--- src/rtl/can_pkg.sv ---
// ---------------------------------------------------------------------------
// can_pkg
// Shared CAN definitions for the overload-frame transmitter and the
// error-frame logic that will reuse the same bit counter.
//   ovl_state_t         : overload transmitter state encoding
//   CAN_OVL_*           : default overload frame geometry
//   CAN_MAX_REQ_OVERLOADS : limit on back-to-back request-driven frames
//   CAN_DOMINANT/RECESSIVE: bus levels (1 = recessive)
//   can_sat_inc()       : saturating increment used by all bit counters
// ---------------------------------------------------------------------------
package can_pkg;

    typedef enum logic [1:0] {
        OVL_IDLE     = 2'd0,
        OVL_FLAG     = 2'd1,
        OVL_WAIT_REC = 2'd2,
        OVL_DELIM    = 2'd3
    } ovl_state_t;

    localparam int CAN_OVL_FLAG_BITS     = 6;
    localparam int CAN_OVL_DELIM_BITS    = 8;
    localparam int CAN_OVL_MAX_EXTRA_DOM = 7;
    localparam int CAN_MAX_REQ_OVERLOADS = 2;

    localparam logic CAN_DOMINANT  = 1'b0;
    localparam logic CAN_RECESSIVE = 1'b1;

    // Width of every bit/frame counter in the CAN block.
    localparam int CAN_CNT_W = 4;

    // Counters stick at all-ones instead of wrapping, so a long run of
    // stuck bus bits can never alias back onto a small threshold.
    function automatic logic [CAN_CNT_W-1:0] can_sat_inc(input logic [CAN_CNT_W-1:0] v);
        logic [CAN_CNT_W-1:0] r;
        if (&v) begin
            r = v;
        end else begin
            r = v + CAN_CNT_W'(1);
        end
        return r;
    endfunction

endpackage

--- src/rtl/can_bit_counter.sv ---
// ---------------------------------------------------------------------------
// can_bit_counter
// Strobe-enabled saturating counter with synchronous clear and load.
// Only updates on clk edges where en=1 (the bit sample strobe).
// Priority within a strobe: clr > load > inc.
//   clk, rst_n : clock, asynchronous active-low reset (count -> 0)
//   en         : bit sample strobe
//   clr        : force count to 0
//   load       : load load_val
//   load_val   : value for load
//   inc        : saturating increment
//   count      : current count
// ---------------------------------------------------------------------------
module can_bit_counter
    import can_pkg::*;
#(
    parameter int WIDTH = CAN_CNT_W
) (
    input  logic             clk,
    input  logic             rst_n,
    input  logic             en,
    input  logic             clr,
    input  logic             load,
    input  logic [WIDTH-1:0] load_val,
    input  logic             inc,
    output logic [WIDTH-1:0] count
);

    logic [WIDTH-1:0] count_q;
    logic [WIDTH-1:0] count_d;

    always_comb begin
        count_d = count_q;
        if (en) begin
            if (clr) begin
                count_d = '0;
            end else if (load) begin
                count_d = load_val;
            end else if (inc) begin
                if (&count_q) begin
                    count_d = count_q;
                end else begin
                    count_d = count_q + WIDTH'(1);
                end
            end
        end
    end

    always_ff @(posedge clk or negedge rst_n) begin
        if (!rst_n) begin
            count_q <= '0;
        end else begin
            count_q <= count_d;
        end
    end

    assign count = count_q;

endmodule

--- src/rtl/overload_frame_tx.sv ---
// ---------------------------------------------------------------------------
// overload_frame_tx
// Transmits CAN overload frames: FLAG_BITS dominant flag bits, waits out
// superposed flags from other nodes, then DELIM_BITS recessive delimiter
// bits. Starts reactively (isOverload during interframe space) or on a
// local request at intermission start, with at most MAX_REQ_OVERLOADS
// consecutive request-driven frames. endOverload tells the interframe
// monitor to restart intermission tracking.
//   clk, rst_n      : clock, asynchronous active-low reset
//   samplePoint     : one-clk strobe per bit sample point
//   canRX           : bus level (1 = recessive)
//   frameReady      : 1 = interframe space (previous EOF complete)
//   isOverload      : reactive overload condition
//   overloadRequest : local receiver requests a delay (level)
//   canTX           : registered transmit level (1 = recessive)
//   overloadBusy    : frame in progress
//   endOverload     : delimiter complete, held for exactly one bit
//   bitError, formError, flagError : one-clk error pulses
// ---------------------------------------------------------------------------
module overload_frame_tx
    import can_pkg::*;
#(
    parameter int FLAG_BITS         = CAN_OVL_FLAG_BITS,
    parameter int DELIM_BITS        = CAN_OVL_DELIM_BITS,
    parameter int MAX_EXTRA_DOM     = CAN_OVL_MAX_EXTRA_DOM,
    parameter int MAX_REQ_OVERLOADS = CAN_MAX_REQ_OVERLOADS
) (
    input  logic clk,
    input  logic rst_n,
    input  logic samplePoint,
    input  logic canRX,
    input  logic frameReady,
    input  logic isOverload,
    input  logic overloadRequest,
    output logic canTX,
    output logic overloadBusy,
    output logic endOverload,
    output logic bitError,
    output logic formError,
    output logic flagError
);

    localparam logic [CAN_CNT_W-1:0] FLAG_LIM  = CAN_CNT_W'(FLAG_BITS);
    localparam logic [CAN_CNT_W-1:0] DELIM_LIM = CAN_CNT_W'(DELIM_BITS);
    localparam logic [CAN_CNT_W-1:0] EXTRA_LIM = CAN_CNT_W'(MAX_EXTRA_DOM);
    localparam logic [CAN_CNT_W-1:0] REQ_LIM   = CAN_CNT_W'(MAX_REQ_OVERLOADS);

    ovl_state_t state_q, state_d;

    logic can_tx_q, can_tx_d;
    logic end_ovl_q, end_ovl_d;
    logic bit_err_q, bit_err_d;
    logic form_err_q, form_err_d;
    logic flag_err_q, flag_err_d;
    // Set when the next frameReady=1 strobe is an intermission start.
    logic armed_q, armed_d;

    // Bit counter control
    logic                 cnt_clr;
    logic                 cnt_load;
    logic [CAN_CNT_W-1:0] cnt_load_val;
    logic                 cnt_inc;
    logic [CAN_CNT_W-1:0] cnt;
    logic [CAN_CNT_W-1:0] cnt_next;

    // Request-driven frame counter control
    logic                 req_clr;
    logic                 req_inc;
    logic [CAN_CNT_W-1:0] req_count;

    logic intermission_start;
    logic req_allowed;

    can_bit_counter #(
        .WIDTH (CAN_CNT_W)
    ) u_bit_cnt (
        .clk      (clk),
        .rst_n    (rst_n),
        .en       (samplePoint),
        .clr      (cnt_clr),
        .load     (cnt_load),
        .load_val (cnt_load_val),
        .inc      (cnt_inc),
        .count    (cnt)
    );

    can_bit_counter #(
        .WIDTH (CAN_CNT_W)
    ) u_req_cnt (
        .clk      (clk),
        .rst_n    (rst_n),
        .en       (samplePoint),
        .clr      (req_clr),
        .load     (1'b0),
        .load_val ({CAN_CNT_W{1'b0}}),
        .inc      (req_inc),
        .count    (req_count)
    );

    // Value the bit counter will hold after an increment on this strobe;
    // thresholds are tested against it so the transition happens on the
    // strobe that completes the bit, not one strobe later.
    assign cnt_next           = can_sat_inc(cnt);
    assign intermission_start = frameReady & armed_q;
    assign req_allowed        = overloadRequest & (req_count < REQ_LIM);

    always_comb begin
        state_d      = state_q;
        end_ovl_d    = end_ovl_q;
        armed_d      = armed_q;
        bit_err_d    = 1'b0;
        form_err_d   = 1'b0;
        flag_err_d   = 1'b0;
        cnt_clr      = 1'b0;
        cnt_load     = 1'b0;
        cnt_load_val = '0;
        cnt_inc      = 1'b0;
        req_clr      = 1'b0;
        req_inc      = 1'b0;

        if (samplePoint) begin
            // endOverload covers exactly the one bit after completion.
            end_ovl_d = 1'b0;

            if (!frameReady) begin
                // Leaving interframe space: silent abort of any frame in
                // progress, reset the request budget, re-arm intermission.
                state_d = OVL_IDLE;
                cnt_clr = 1'b1;
                req_clr = 1'b1;
                armed_d = 1'b1;
            end else begin
                // Any frameReady=1 strobe consumes the intermission start.
                armed_d = 1'b0;
                unique case (state_q)
                    OVL_IDLE: begin
                        if (isOverload) begin
                            // Reactive start wins over a simultaneous request
                            // and does not use the request budget.
                            state_d = OVL_FLAG;
                            cnt_clr = 1'b1;
                        end else if (intermission_start && req_allowed) begin
                            state_d = OVL_FLAG;
                            cnt_clr = 1'b1;
                            req_inc = 1'b1;
                        end
                    end

                    OVL_FLAG: begin
                        if (canRX == CAN_DOMINANT) begin
                            cnt_inc = 1'b1;
                            if (cnt_next == FLAG_LIM) begin
                                state_d = OVL_WAIT_REC;
                                cnt_clr = 1'b1;
                            end
                        end else begin
                            // Read back recessive while driving dominant.
                            bit_err_d = 1'b1;
                            state_d   = OVL_IDLE;
                            cnt_clr   = 1'b1;
                        end
                    end

                    OVL_WAIT_REC: begin
                        if (canRX == CAN_DOMINANT) begin
                            cnt_inc = 1'b1;
                            if (cnt_next == EXTRA_LIM) begin
                                flag_err_d = 1'b1;
                                state_d    = OVL_IDLE;
                                cnt_clr    = 1'b1;
                            end
                        end else if (DELIM_LIM == CAN_CNT_W'(1)) begin
                            // Single-bit delimiter: first recessive bit ends it.
                            end_ovl_d = 1'b1;
                            armed_d   = 1'b1;
                            state_d   = OVL_IDLE;
                            cnt_clr   = 1'b1;
                        end else begin
                            // This recessive bit is delimiter bit 1.
                            state_d      = OVL_DELIM;
                            cnt_load     = 1'b1;
                            cnt_load_val = CAN_CNT_W'(1);
                        end
                    end

                    OVL_DELIM: begin
                        if (canRX == CAN_RECESSIVE) begin
                            cnt_inc = 1'b1;
                            if (cnt_next == DELIM_LIM) begin
                                end_ovl_d = 1'b1;
                                // The endOverload bit counts as an
                                // intermission start for the next request.
                                armed_d   = 1'b1;
                                state_d   = OVL_IDLE;
                                cnt_clr   = 1'b1;
                            end
                        end else begin
                            form_err_d = 1'b1;
                            state_d    = OVL_IDLE;
                            cnt_clr    = 1'b1;
                        end
                    end

                    default: begin
                        state_d = OVL_IDLE;
                        cnt_clr = 1'b1;
                    end
                endcase
            end
        end

        // Transmit dominant only while sending our own flag.
        can_tx_d = (state_d == OVL_FLAG) ? CAN_DOMINANT : CAN_RECESSIVE;
    end

    always_ff @(posedge clk or negedge rst_n) begin
        if (!rst_n) begin
            state_q    <= OVL_IDLE;
            can_tx_q   <= CAN_RECESSIVE;
            end_ovl_q  <= 1'b0;
            bit_err_q  <= 1'b0;
            form_err_q <= 1'b0;
            flag_err_q <= 1'b0;
            armed_q    <= 1'b0;
        end else begin
            state_q    <= state_d;
            can_tx_q   <= can_tx_d;
            end_ovl_q  <= end_ovl_d;
            bit_err_q  <= bit_err_d;
            form_err_q <= form_err_d;
            flag_err_q <= flag_err_d;
            armed_q    <= armed_d;
        end
    end

    assign canTX        = can_tx_q;
    assign overloadBusy = (state_q != OVL_IDLE);
    assign endOverload  = end_ovl_q;
    assign bitError     = bit_err_q;
    assign formError    = form_err_q;
    assign flagError    = flag_err_q;

endmodule

--- config.mk ---
export PLATFORM = sky130hd
export DESIGN_NAME = overload_frame_tx
export DESIGN_NICKNAME = d
export VERILOG_FILES = /design/src/rtl/can_pkg.sv /design/src/rtl/can_bit_counter.sv /design/src/rtl/overload_frame_tx.sv
export SDC_FILE = /design/constraint.sdc
export NUM_CORES = 1
export LEC_CHECK = 0
export BUFFER_PORTS_ARGS = -buffer_cell sky130_fd_sc_hd__buf_2
export CAP_MARGIN = 20
export CORE_MARGIN = 4
export CORE_UTILIZATION = 40
export CTS_CLUSTER_DIAMETER = 60
export DETAILED_ROUTE_END_ITERATION = 16
export GPL_TIMING_DRIVEN = 1
export SLEW_MARGIN = 40
export SYNTH_ARGS = -nofsm -noshare
export SYNTH_HDL_FRONTEND = slang
export SYNTH_SLANG_ARGS = --single-unit
--- constraint.sdc ---
create_clock -name clk -period 2.3 [get_ports clk]
set_input_delay 0.115 -clock clk [delete_from_list [all_inputs] [get_ports clk]]
set_output_delay 0.115 -clock clk [all_outputs]
set_load 0.05 [all_outputs]
==> results.py, run 1 <==
metrics = {
    "finish": {
        "antenna_cells": 0,
        "multi_input_area_um2": 597,
        "fillers": 245,
        "post-route-util_pct": 46.3,
        "drive_above_1_share_pct": 19.5,
        "syn_to_final_growth_pct": 8.98,
        "regArea_um2": 402,
        "fin_nets": 138,
    },
    "yosys": {
        "synthCells": 111,
        "synth_area_per_cell_um2": 9.66,
        "netlist.area_leader.share_pct": 35.0,
        "ys.flop_type": "dfrtp_1",
        "yosysTopAreaCell": "dfrtp_1",
        "syn_area_mm2": 0.00107,
        "ys_seq_area_share_pct": 37.5,
        "synth.distinct_cells": 39,
        "synth-edff-count": 0,
        "syn_nets": 125,
        "ys_warn_count": 0,
        "ys_ff_latch": 16,
        "yosys-top-cells-area": "dfrtp_1 (35%), ha_1 (8.2%), buf_6 (4.2%), nand2_1 (3.5%), nor2b_1 (2.9%)",
        "async_flop_share_pct": 100,
    },
    "timing": {
        "hold_viol": 0,
        "fmax_mhz": 473,
        "skew_ns": 0.00648,
        "rsz0062_at_grt": "false",
        "tightest_slew_ns": 0.548,
        "period_needed_ns": 2.11,
        "slew_viol_final": 0,
        "final-setup-viol-count": 0,
        "setup_tns_ns": 0,
        "timing.final.crit_share_pct": 91.9,
        "worst_slew_margin_rel_pct": 63.1,
    },
    "grt": {
        "grt_usage_pct": 13.9,
        "grt_pass1_vias": 841,
        "grt_max_degree": 17,
        "antenna_found_initial": 0,
        "grt_pass1_wl_um": 3790,
        "grt_overflow_total": 0,
    },
    "floorplanning": {
        "start_util_pct": 42.5,
        "rows": 18,
        "chipWidth_um": 59.8,
        "die_h_um": 59.8,
        "design.die.area_mm2": 0.00357,
        "ios": 13,
        "fp.coreArea_mm2": 0.00252,
    },
    "route": {
        "wl_um": 2310,
        "first_pass_iters": 4,
        "vias": 867,
        "route.detailed.drc": 0,
        "drt_iter0_markers": 39,
        "viasPerCell": 5.67,
        "routedWlPerCell_um": 15.1,
        "ant_nets": 0,
    },
    "power": {
        "total_power_mw": 0.779,
        "power_leakage_nw": 0.549,
        "p_per_area_mw_per_mm2": 667,
        "ir_drop_v": 0.000350,
    },
    "setup_path": {
        "slowest_stage": "dfrtp_1",
        "worstPathMaxFanout": 9,
        "critPathCaptureType": "flop",
        "crit_chain": "ha_1, and4b_1, o211a_1, o21ai_1, o221a_1, a211o_1, nand2b_1",
        "cp.arrival_ns": 2.34,
        "cp_slowest_stage_delay_ns": 0.45,
        "critPathKind": "reg -> reg",
        "start_kind": "flop",
        "cp_data_required_time_ns": 2.53,
        "worst_r2r_path_depth": 7,
    },
    "clock_tree": {
        "clock_path_buffers": 2,
        "cts-root-buf": "clkbuf_4",
        "clkSinkCount": 16,
        "clock_latency_ns": 0.29,
        "numCtsBuffers": 3,
        "ctsHtreeMaxLevel": 1,
        "clkSlewWorstSetupHoldPaths_ns": 0.10,
        "cts-resized-gates": 0,
        "cts_tree": "yes",
    },
    "run": {
        "maxCapViolCount": 0,
    },
    "worst_hold_path": {
        "hold_path_depth": 2,
        "hp-class": "in -> reg",
    },
    "placed_design": {
        "gp_congestion": 0.753,
        "hpwlAfterDp_um": 1690,
        "place.port_buffers": 12,
    },
    "run_status": {
        "outcome": "finished clean",
    },
}
==> critical path, delay by kind of cell (launching register included) <==
| kind | cells | cell delay, ns |
|---|---|---|
| adder cells (fa/ha/maj) | 1 | 0.37 |
| flip-flops | 1 | 0.45 |
| AO/OA/AOI/OAI | 4 | 0.85 |
| AND/OR/NAND/NOR | 2 | 0.38 |
==> area by class of cell <==
type / instances / area share, %
inverters: 5 / 1.61
repair buffers: 14 / 6.64
well taps: 30 / 3.21
multi-input cells: 84 / 51.1
flip-flops and latches: 16 / 34.4
clock buffers: 4 / 3.10
==> cells in the final DEF, fill, tap and decap left out, types with 5 or more instances in the layout <==
master,Yosys,final
nor2b_1,5,5
nand2_1,10,10
inv_1,5,5
dfrtp_1,15,15
buf_2,2,12
nor2_1,8,8
a21oi_1,6,6
ha_1,7,7
==> routing by layer <==
metal | global-route usage [%] | share of wire, % | wire [um]
met5 | 0 | 0 | 0
met2 | 21.3 | 47 | 1080
met3 | 1.73 | 5.0 | 115
met1 | 19.5 | 47 | 1090
met4 | 5.70 | 1.3 | 30
==> flip-flops by register name, indices dropped and copies added, names as in the netlist <==
signal	count
state_q	2
u_req_cnt.count	4
flagError	1
formError	1
armed_q	1
bitError	1
endOverload	1
u_bit_cnt.count	4
canTX	1
==> power by group <==
part           internal (mW)  total, mW  switching [mW]
Clock                 0.0965      0.193          0.0968
Sequential             0.310      0.326          0.0160
Combinational         0.0839      0.260           0.176
==> through the flow <==
step                cells  hold slack (ns)  setup slack (ns)  instance area [um2]
finish                153           0.0944             0.185                 1170
global route          153            0.103            0.0478                 1170
CTS                   153           0.0857             0.217                 1170
detailed placement    148           0.0609             0.222                 1120
global placement      148           0.0532             0.303                 1120
floorplan             111           -0.181             0.390                 1070
==> synthesized netlist by cell type, drive strengths merged, types with 2 or more instances <==
library cell and n:
nor2 8, inv 5, and4b 2, nand2 10, buf 6, xnor2 3
a31oi 2, and2 3, dfrtp 15, a21oi 6, nor3b 4, nor2b 5
nand3 4, ha 7, nand4b 3, o21ai 5, and3 3
==> repair_timing <==
action	CTS	global route
hold buffers	1	0
endpoints found under the hold margin	15	0
setup buffers	0	0
==> worst paths after layout <==
path                               startpoint                 end  slack (ns)
hold / removal                     frameReady             armed_q        0.09
max in group asynchronous               rst_n               canTX        1.72
setup / recovery           u_bit_cnt.count[1]               canTX        0.19
setup reg to reg           u_bit_cnt.count[1]               canTX        0.19
hold reg to reg            u_req_cnt.count[3]  u_req_cnt.count[3]        0.53
min in group asynchronous               rst_n  u_req_cnt.count[1]        0.26
==> cell families (layout without fill, tap and decap cells) <==
family	after synthesis	count (layout)	synth area share (%)
mux	2	2	1.98
xor+xnor	3	3	2.45
fa+ha+maj	7	7	8.17
simple gates	48	48	26.5
flops	16	16	37.5
compound gates	24	24	16.6
buf+inv	11	23	6.88
No activity file was read; power rests on OpenSTA's default activity.
==> run 2: changes to the inputs <==
- MAX_ROUTING_LAYER: default -> met4
- SYNTH_HIERARCHICAL: default -> 1
==> run 2 against run 1 <==
The run now ends with negative setup slack left. Clock skew shrank 0.00051 ns. Synthesized cell count increased by 30%. Sequential power rose by 36%. Worst hold slack gained 0.035 ns. Area after synthesis grew 27%. Critical endpoint is now u_bit_cnt/count[1]. Largest cell class unchanged.
==> results.py, run 2 <==
metrics = {
    "placed_design": {
        "place.port_buffers": 12,
        "hpwlAfterDp_um": 2650,
        "placed_cells": 227,
        "gp_congestion": 0.918,
        "post_dp_cell_area_mm2": 0.00170,
    },
    "yosys": {
        "yosysTopAreaCell": "dfrtp_1",
        "async_flop_share_pct": 100,
        "yosys-top-cells-area": "dfrtp_1 (28%), ha_1 (8.3%), nor4bb_4 (3.7%), nand2_1 (3.6%), nor2_1 (3.6%)",
        "ys_warn_count": 6,
        "ys_ff_latch": 16,
        "syn_area_mm2": 0.00136,
        "ys_seq_area_share_pct": 29.5,
        "netlist.area_leader.share_pct": 27.5,
        "synth-edff-count": 0,
        "ys_top_cells_by_count": "dfrtp_1 (15), nand2_1 (13), nor2_1 (13)",
        "synth_area_per_cell_um2": 9.46,
        "ys.flop_type": "dfrtp_1",
        "synth.most_common_cell": "dfrtp_1",
        "synth.distinct_cells": 50,
        "synthCells": 144,
    },
    "setup_path": {
        "crit_family": "compound AO/OA/AOI/OAI gates",
        "worstPathMaxFanout": 5,
        "cp_slowest_stage_delay_ns": 0.45,
        "critPathKind": "reg -> reg",
        "slowest_stage": "dfrtp_2",
        "r2r_slack_ns": -0.29,
        "crit_chain": "ha_4, and4b_1, o211ai_1, a31oi_1, o31ai_2, a41oi_2, buf_4, nor4bb_4, a21o_4, mux2_4",
        "r2r_end": "u_bit_cnt/count[1]",
        "cp_data_required_time_ns": 2.47,
        "critPathCaptureType": "flop",
        "r2r-start": "u_bit_cnt/count[0]",
        "start_kind": "flop",
        "path_buf_inv": 1,
        "cp.arrival_ns": 2.76,
        "worst_r2r_path_depth": 10,
    },
    "clock_tree": {
        "ctsHtreeMaxLevel": 1,
        "numCtsBuffers": 3,
        "cts-root-buf": "clkbuf_4",
        "clkSlewWorstSetupHoldPaths_ns": 0.10,
        "clkSinkCount": 16,
        "cts_tree": "yes",
        "clock_path_buffers": 2,
        "clock_latency_ns": 0.28,
    },
    "route": {
        "wl_um": 3420,
        "ant_nets": 0,
        "drt_iter0_markers": 86,
        "route.detailed.drc": 0,
        "viasPerCell": 5.46,
        "vias": 1294,
        "routedWlPerCell_um": 14.4,
        "first_pass_iters": 4,
    },
    "run_status": {
        "outcome": "finished, violations left",
        "violations": "negative setup slack",
    },
    "power": {
        "power_leakage_nw": 0.847,
        "switching_share_pct": 43.2,
        "p_sw_mw": 0.720,
        "p_per_area_mw_per_mm2": 919,
        "pwr-share-clk_pct": 11.2,
        "seqPwrFrac_pct": 26.5,
        "ir_drop_v": 0.000474,
        "p_comb_share_pct": 62.3,
        "p_int_mw": 0.947,
    },
    "finish": {
        "antenna_cells": 0,
        "fin_nets": 210,
        "syn_to_final_growth_pct": 33.1,
        "stdcell_area_mm2": 0.00181,
        "layout_commonest_cell": "buf_4",
        "stdcell_count": 237,
        "drive_above_1_share_pct": 36.8,
        "final_cell_mix": "buf_4 (29), nand2_1 (13), nor2_1 (13), dfrtp_1 (13), buf_2 (12)",
    },
    "timing": {
        "period_needed_ns": 2.59,
        "hold_ws_ns": 0.130,
        "slew_viol_final": 0,
        "hold_viol": 0,
        "fin_ws_ns": -0.286,
        "fmax_mhz": 387,
        "timing.final.crit_share_pct": 112,
        "skew_ns": 0.00596,
        "final-setup-viol-count": 4,
        "rsz0062_at_grt": "true",
    },
    "grt": {
        "grt_usage_pct": 17.8,
        "antenna_found_initial": 0,
        "grt_pass1_vias": 1279,
        "grt_pass1_wl_um": 5940,
        "grt_overflow_total": 0,
        "grt_max_degree": 17,
    },
    "floorplanning": {
        "chipWidth_um": 66.4,
        "die_h_um": 66.4,
        "start_util_pct": 43.2,
        "ios": 13,
        "design.die.area_mm2": 0.00440,
        "rows": 20,
        "fp.coreArea_mm2": 0.00315,
    },
    "worst_hold_path": {
        "holdPathEnd": "formError",
        "hold_path_depth": 2,
        "min-delay-start": "canRX",
        "hp-class": "in -> reg",
    },
    "run": {
        "maxCapViolCount": 0,
    },
}
## run 2: cell type report
class	count	area (um2)
fill	290	1340
multi-input combinational	122	997
sequential	16	404
timing repair buffer	42	288
tap	44	55.1
clock buffer	4	36.3
inverter	9	33.8
## run 2: what timing repair did
action | CTS | global route
hold buffers | 1 | 0
cloned | 0 | 0
gates resized for setup | 5 | 2
buffers inserted | 3 | 2
endpoints found under the setup margin | 4 | 4
hold endpoints to repair | 15 | 0
pin swaps | 4 | 5
## run 2: how the worst max path moves through the flow
stage,startpoint,endpoint,slack [ns],cells after the start
floorplan,u_bit_cnt/count[0],u_bit_cnt/count[1],-0.35,9
global placement,u_bit_cnt/count[1],u_bit_cnt/count[0],-0.17,10
detailed placement,u_bit_cnt/count[1],u_bit_cnt/count[0],-0.29,10
CTS,u_bit_cnt/count[1],u_bit_cnt/count[0],-0.28,10
global route,u_bit_cnt/count[1],u_bit_cnt/count[1],-0.42,10
finish,u_bit_cnt/count[0],u_bit_cnt/count[1],-0.29,10
## run 2: cell families after synthesis
logic type / synth area share (%)
compound gates: 31.0
xor+xnor: 0.643
fa+ha+maj: 8.26
buf+inv: 4.13
flops: 29.5
mux: 3.12
other cells: 0.275
simple gates: 23.1
## run 2: metrics by stage
| step | worst slack [ns] | power (mW) | TNS, ns | util, % |
|---|---|---|---|---|
| floorplan | -0.350 | 1.06 | -0.885 | - |
| global placement | -0.170 | 1.38 | -0.557 | 53.8 |
| detailed placement | -0.293 | 1.41 | -0.985 | 53.8 |
| CTS | -0.285 | 1.65 | -0.949 | 56.8 |
| global route | -0.416 | 1.79 | -1.32 | 57.5 |
| finish | -0.286 | 1.67 | -0.821 | 57.5 |
## run 2: power by group through the flow
stage,combinational (mW),clock (mW),sequential (mW)
final,1.04,0.186,0.442
after detailed placement,0.958,0,0.448
after global routing,1.13,0.201,0.458
after floorplan,0.560,0,0.499
after CTS,1.01,0.193,0.442
after global placement,0.937,0,0.443
## run 2: worst register-to-register path: cells and delay by family (launching register included)
| kind | cells | cell delay, ns |
|---|---|---|
| fa+ha+maj | 1 | 0.18 |
| simple gates | 2 | 0.55 |
| buf+inv | 1 | 0.19 |
| compound gates | 5 | 0.83 |
| mux | 1 | 0.29 |
| flops | 1 | 0.45 |
## run 2: routing by layer
metal  routed length (um)  track usage (%)
met5                    0                -
met3                  141             3.57
met1                 1470             21.1
met2                 1760             31.2
met4                   52             3.05
==> run 3: changes to the inputs <==
- PLACE_DENSITY: default -> 0.54
==> run 3 against run 2 <==
The run still ends with negative setup slack left. Via count decreased by 1.8%. Clock power is 16% lower. Critical path type unchanged. Highest routed layer unchanged. Register-to-register slack improved by 0.11 ns. Maximum frequency is 4.3% higher. Cell area is 2.4% lower.
==> results.py, run 3 (synthesized netlist as in run 2, its figures left out) <==
metrics = {
    "timing": {
        "fin_ws_ns": -0.180,
        "slew_viol_final": 0,
        "hold_ws_ns": 0.117,
        "fmax_mhz": 403,
        "skew_ns": 0.00149,
        "period_needed_ns": 2.48,
        "setup_tns_ns": -0.586,
        "rsz0062_at_grt": "true",
        "hold_viol": 0,
        "timing.final.crit_share_pct": 108,
        "final-setup-viol-count": 4,
    },
    "route": {
        "drt_iter0_markers": 97,
        "vias": 1271,
        "first_pass_iters": 4,
        "ant_nets": 0,
        "routedWlPerCell_um": 14.4,
        "wl_um": 3360,
        "viasPerCell": 5.45,
        "route.detailed.drc": 0,
    },
    "setup_path": {
        "cp.arrival_ns": 2.66,
        "crit_family": "compound AO/OA/AOI/OAI gates",
        "start_kind": "flop",
        "r2r-start": "u_bit_cnt/count[1]",
        "critPathCaptureType": "flop",
        "path_buf_inv": 1,
        "slowest_stage": "dfrtp_2",
        "r2r_slack_ns": -0.18,
        "cp_slowest_stage_delay_ns": 0.45,
        "critPathKind": "reg -> reg",
        "startpoint": "u_bit_cnt/count[1]",
        "worstPathMaxFanout": 4,
        "crit_chain": "inv_1, ha_1, nand4_1, or3b_1, o31ai_2, o31ai_1, a41oi_2, o31ai_4, a21o_4, o41ai_4",
        "cp_data_required_time_ns": 2.48,
    },
    "placed_design": {
        "gp_congestion": 0.954,
        "hpwlAfterDp_um": 2590,
        "placed_cells": 226,
        "place.port_buffers": 12,
    },
    "clock_tree": {
        "cts_tree": "yes",
        "clkSlewWorstSetupHoldPaths_ns": 0.10,
        "clkSinkCount": 16,
        "cts-root-buf": "clkbuf_4",
        "clock_path_buffers": 2,
        "clock_latency_ns": 0.28,
        "numCtsBuffers": 3,
        "ctsHtreeMaxLevel": 1,
    },
    "finish": {
        "fin_nets": 206,
        "multi_input_area_um2": 993,
        "layout_commonest_cell": "buf_4",
        "stdcell_count": 233,
        "drive_above_1_share_pct": 34.4,
        "syn_to_final_growth_pct": 29.9,
        "post-route-util_pct": 56.2,
        "antenna_cells": 0,
        "final_cell_mix": "buf_4 (25), nand2_1 (13), nor2_1 (13), dfrtp_1 (13), buf_2 (12)",
        "regArea_um2": 404,
        "fillers": 301,
    },
    "power": {
        "power_leakage_nw": 0.824,
        "ir_drop_v": 0.000432,
        "total_power_mw": 1.62,
        "p_per_area_mw_per_mm2": 913,
    },
    "run_status": {
        "outcome": "finished, violations left",
        "violations": "negative setup slack",
    },
    "grt": {
        "grt_max_degree": 17,
        "grt_pass1_wl_um": 5780,
        "antenna_found_initial": 0,
        "grt_usage_pct": 17.3,
        "grt_overflow_total": 0,
        "grt_pass1_vias": 1226,
    },
    "floorplanning": {
        "rows": 20,
        "ios": 13,
        "chipWidth_um": 66.4,
        "start_util_pct": 43.2,
        "die_h_um": 66.4,
        "fp.coreArea_mm2": 0.00315,
        "design.die.area_mm2": 0.00440,
    },
    "worst_hold_path": {
        "min-delay-start": "canRX",
        "hp-class": "in -> reg",
    },
    "run": {
        "maxCapViolCount": 0,
    },
}
[run 3: cell types whose count changed in the layout (fill, tap and decap cells not counted)]
cell / previous run / this run
a2111oi_1: 0 / 1
a2111oi_0: 2 / 1
clkbuf_1: 0 / 1
o31ai_2: 3 / 2
clkbuf_8: 1 / 0
buf_4: 29 / 25
o31ai_1: 1 / 2
[run 3: final timing paths]
kind,to,depth (start not counted)
hold / removal,formError,2
hold reg to reg,endOverload,1
min in group asynchronous,formError,2
setup / recovery,u_bit_cnt/count[3],10
setup reg to reg,u_bit_cnt/count[3],10
max in group asynchronous,canTX,2
[run 3: cell type report]
class                   instances  area share, %
inverters                       9           1.91
clock buffers                   4           1.48
repair buffers                 38           14.6
multi-input cells             122           56.1
flip-flops and latches         16           22.8
well taps                      44           3.11
[run 3: layer usage]
layer	share of wire [%]	up-vias	wire [um]	track usage, %
met5	0	-	0	-
met4	0.54	0	18	3.05
met3	4.1	2	137	4.25
met2	49	32	1660	28.3
met1	46	609	1540	22.0
li1	-	628	-	-
[run 3: power by group]
part	total (mW)	internal, mW	switching [mW]
Sequential	0.443	0.358	0.0849
Combinational	1.02	0.478	0.539
Clock	0.157	0.0673	0.0898
Total	1.62	0.903	0.713
[run 3: per-stage QoR]
step           instance area, um2  worst slack [ns]
2_1_floorplan                1420            -0.350
3_3_place_gp                 1690            -0.182
3_5_place_dp                 1690            -0.192
4_1_cts                      1750            -0.177
5_1_grt                      1770            -0.357
6_report                     1770            -0.180
[run 3: timing repair]
action / in CTS / in global routing
setup buffers: 1 / 1
hold buffers: 1 / 0
gates resized for setup: 4 / 3
hold endpoints to repair: 15 / 0
endpoints found under the setup margin: 4 / 4
pin swaps: 1 / 5
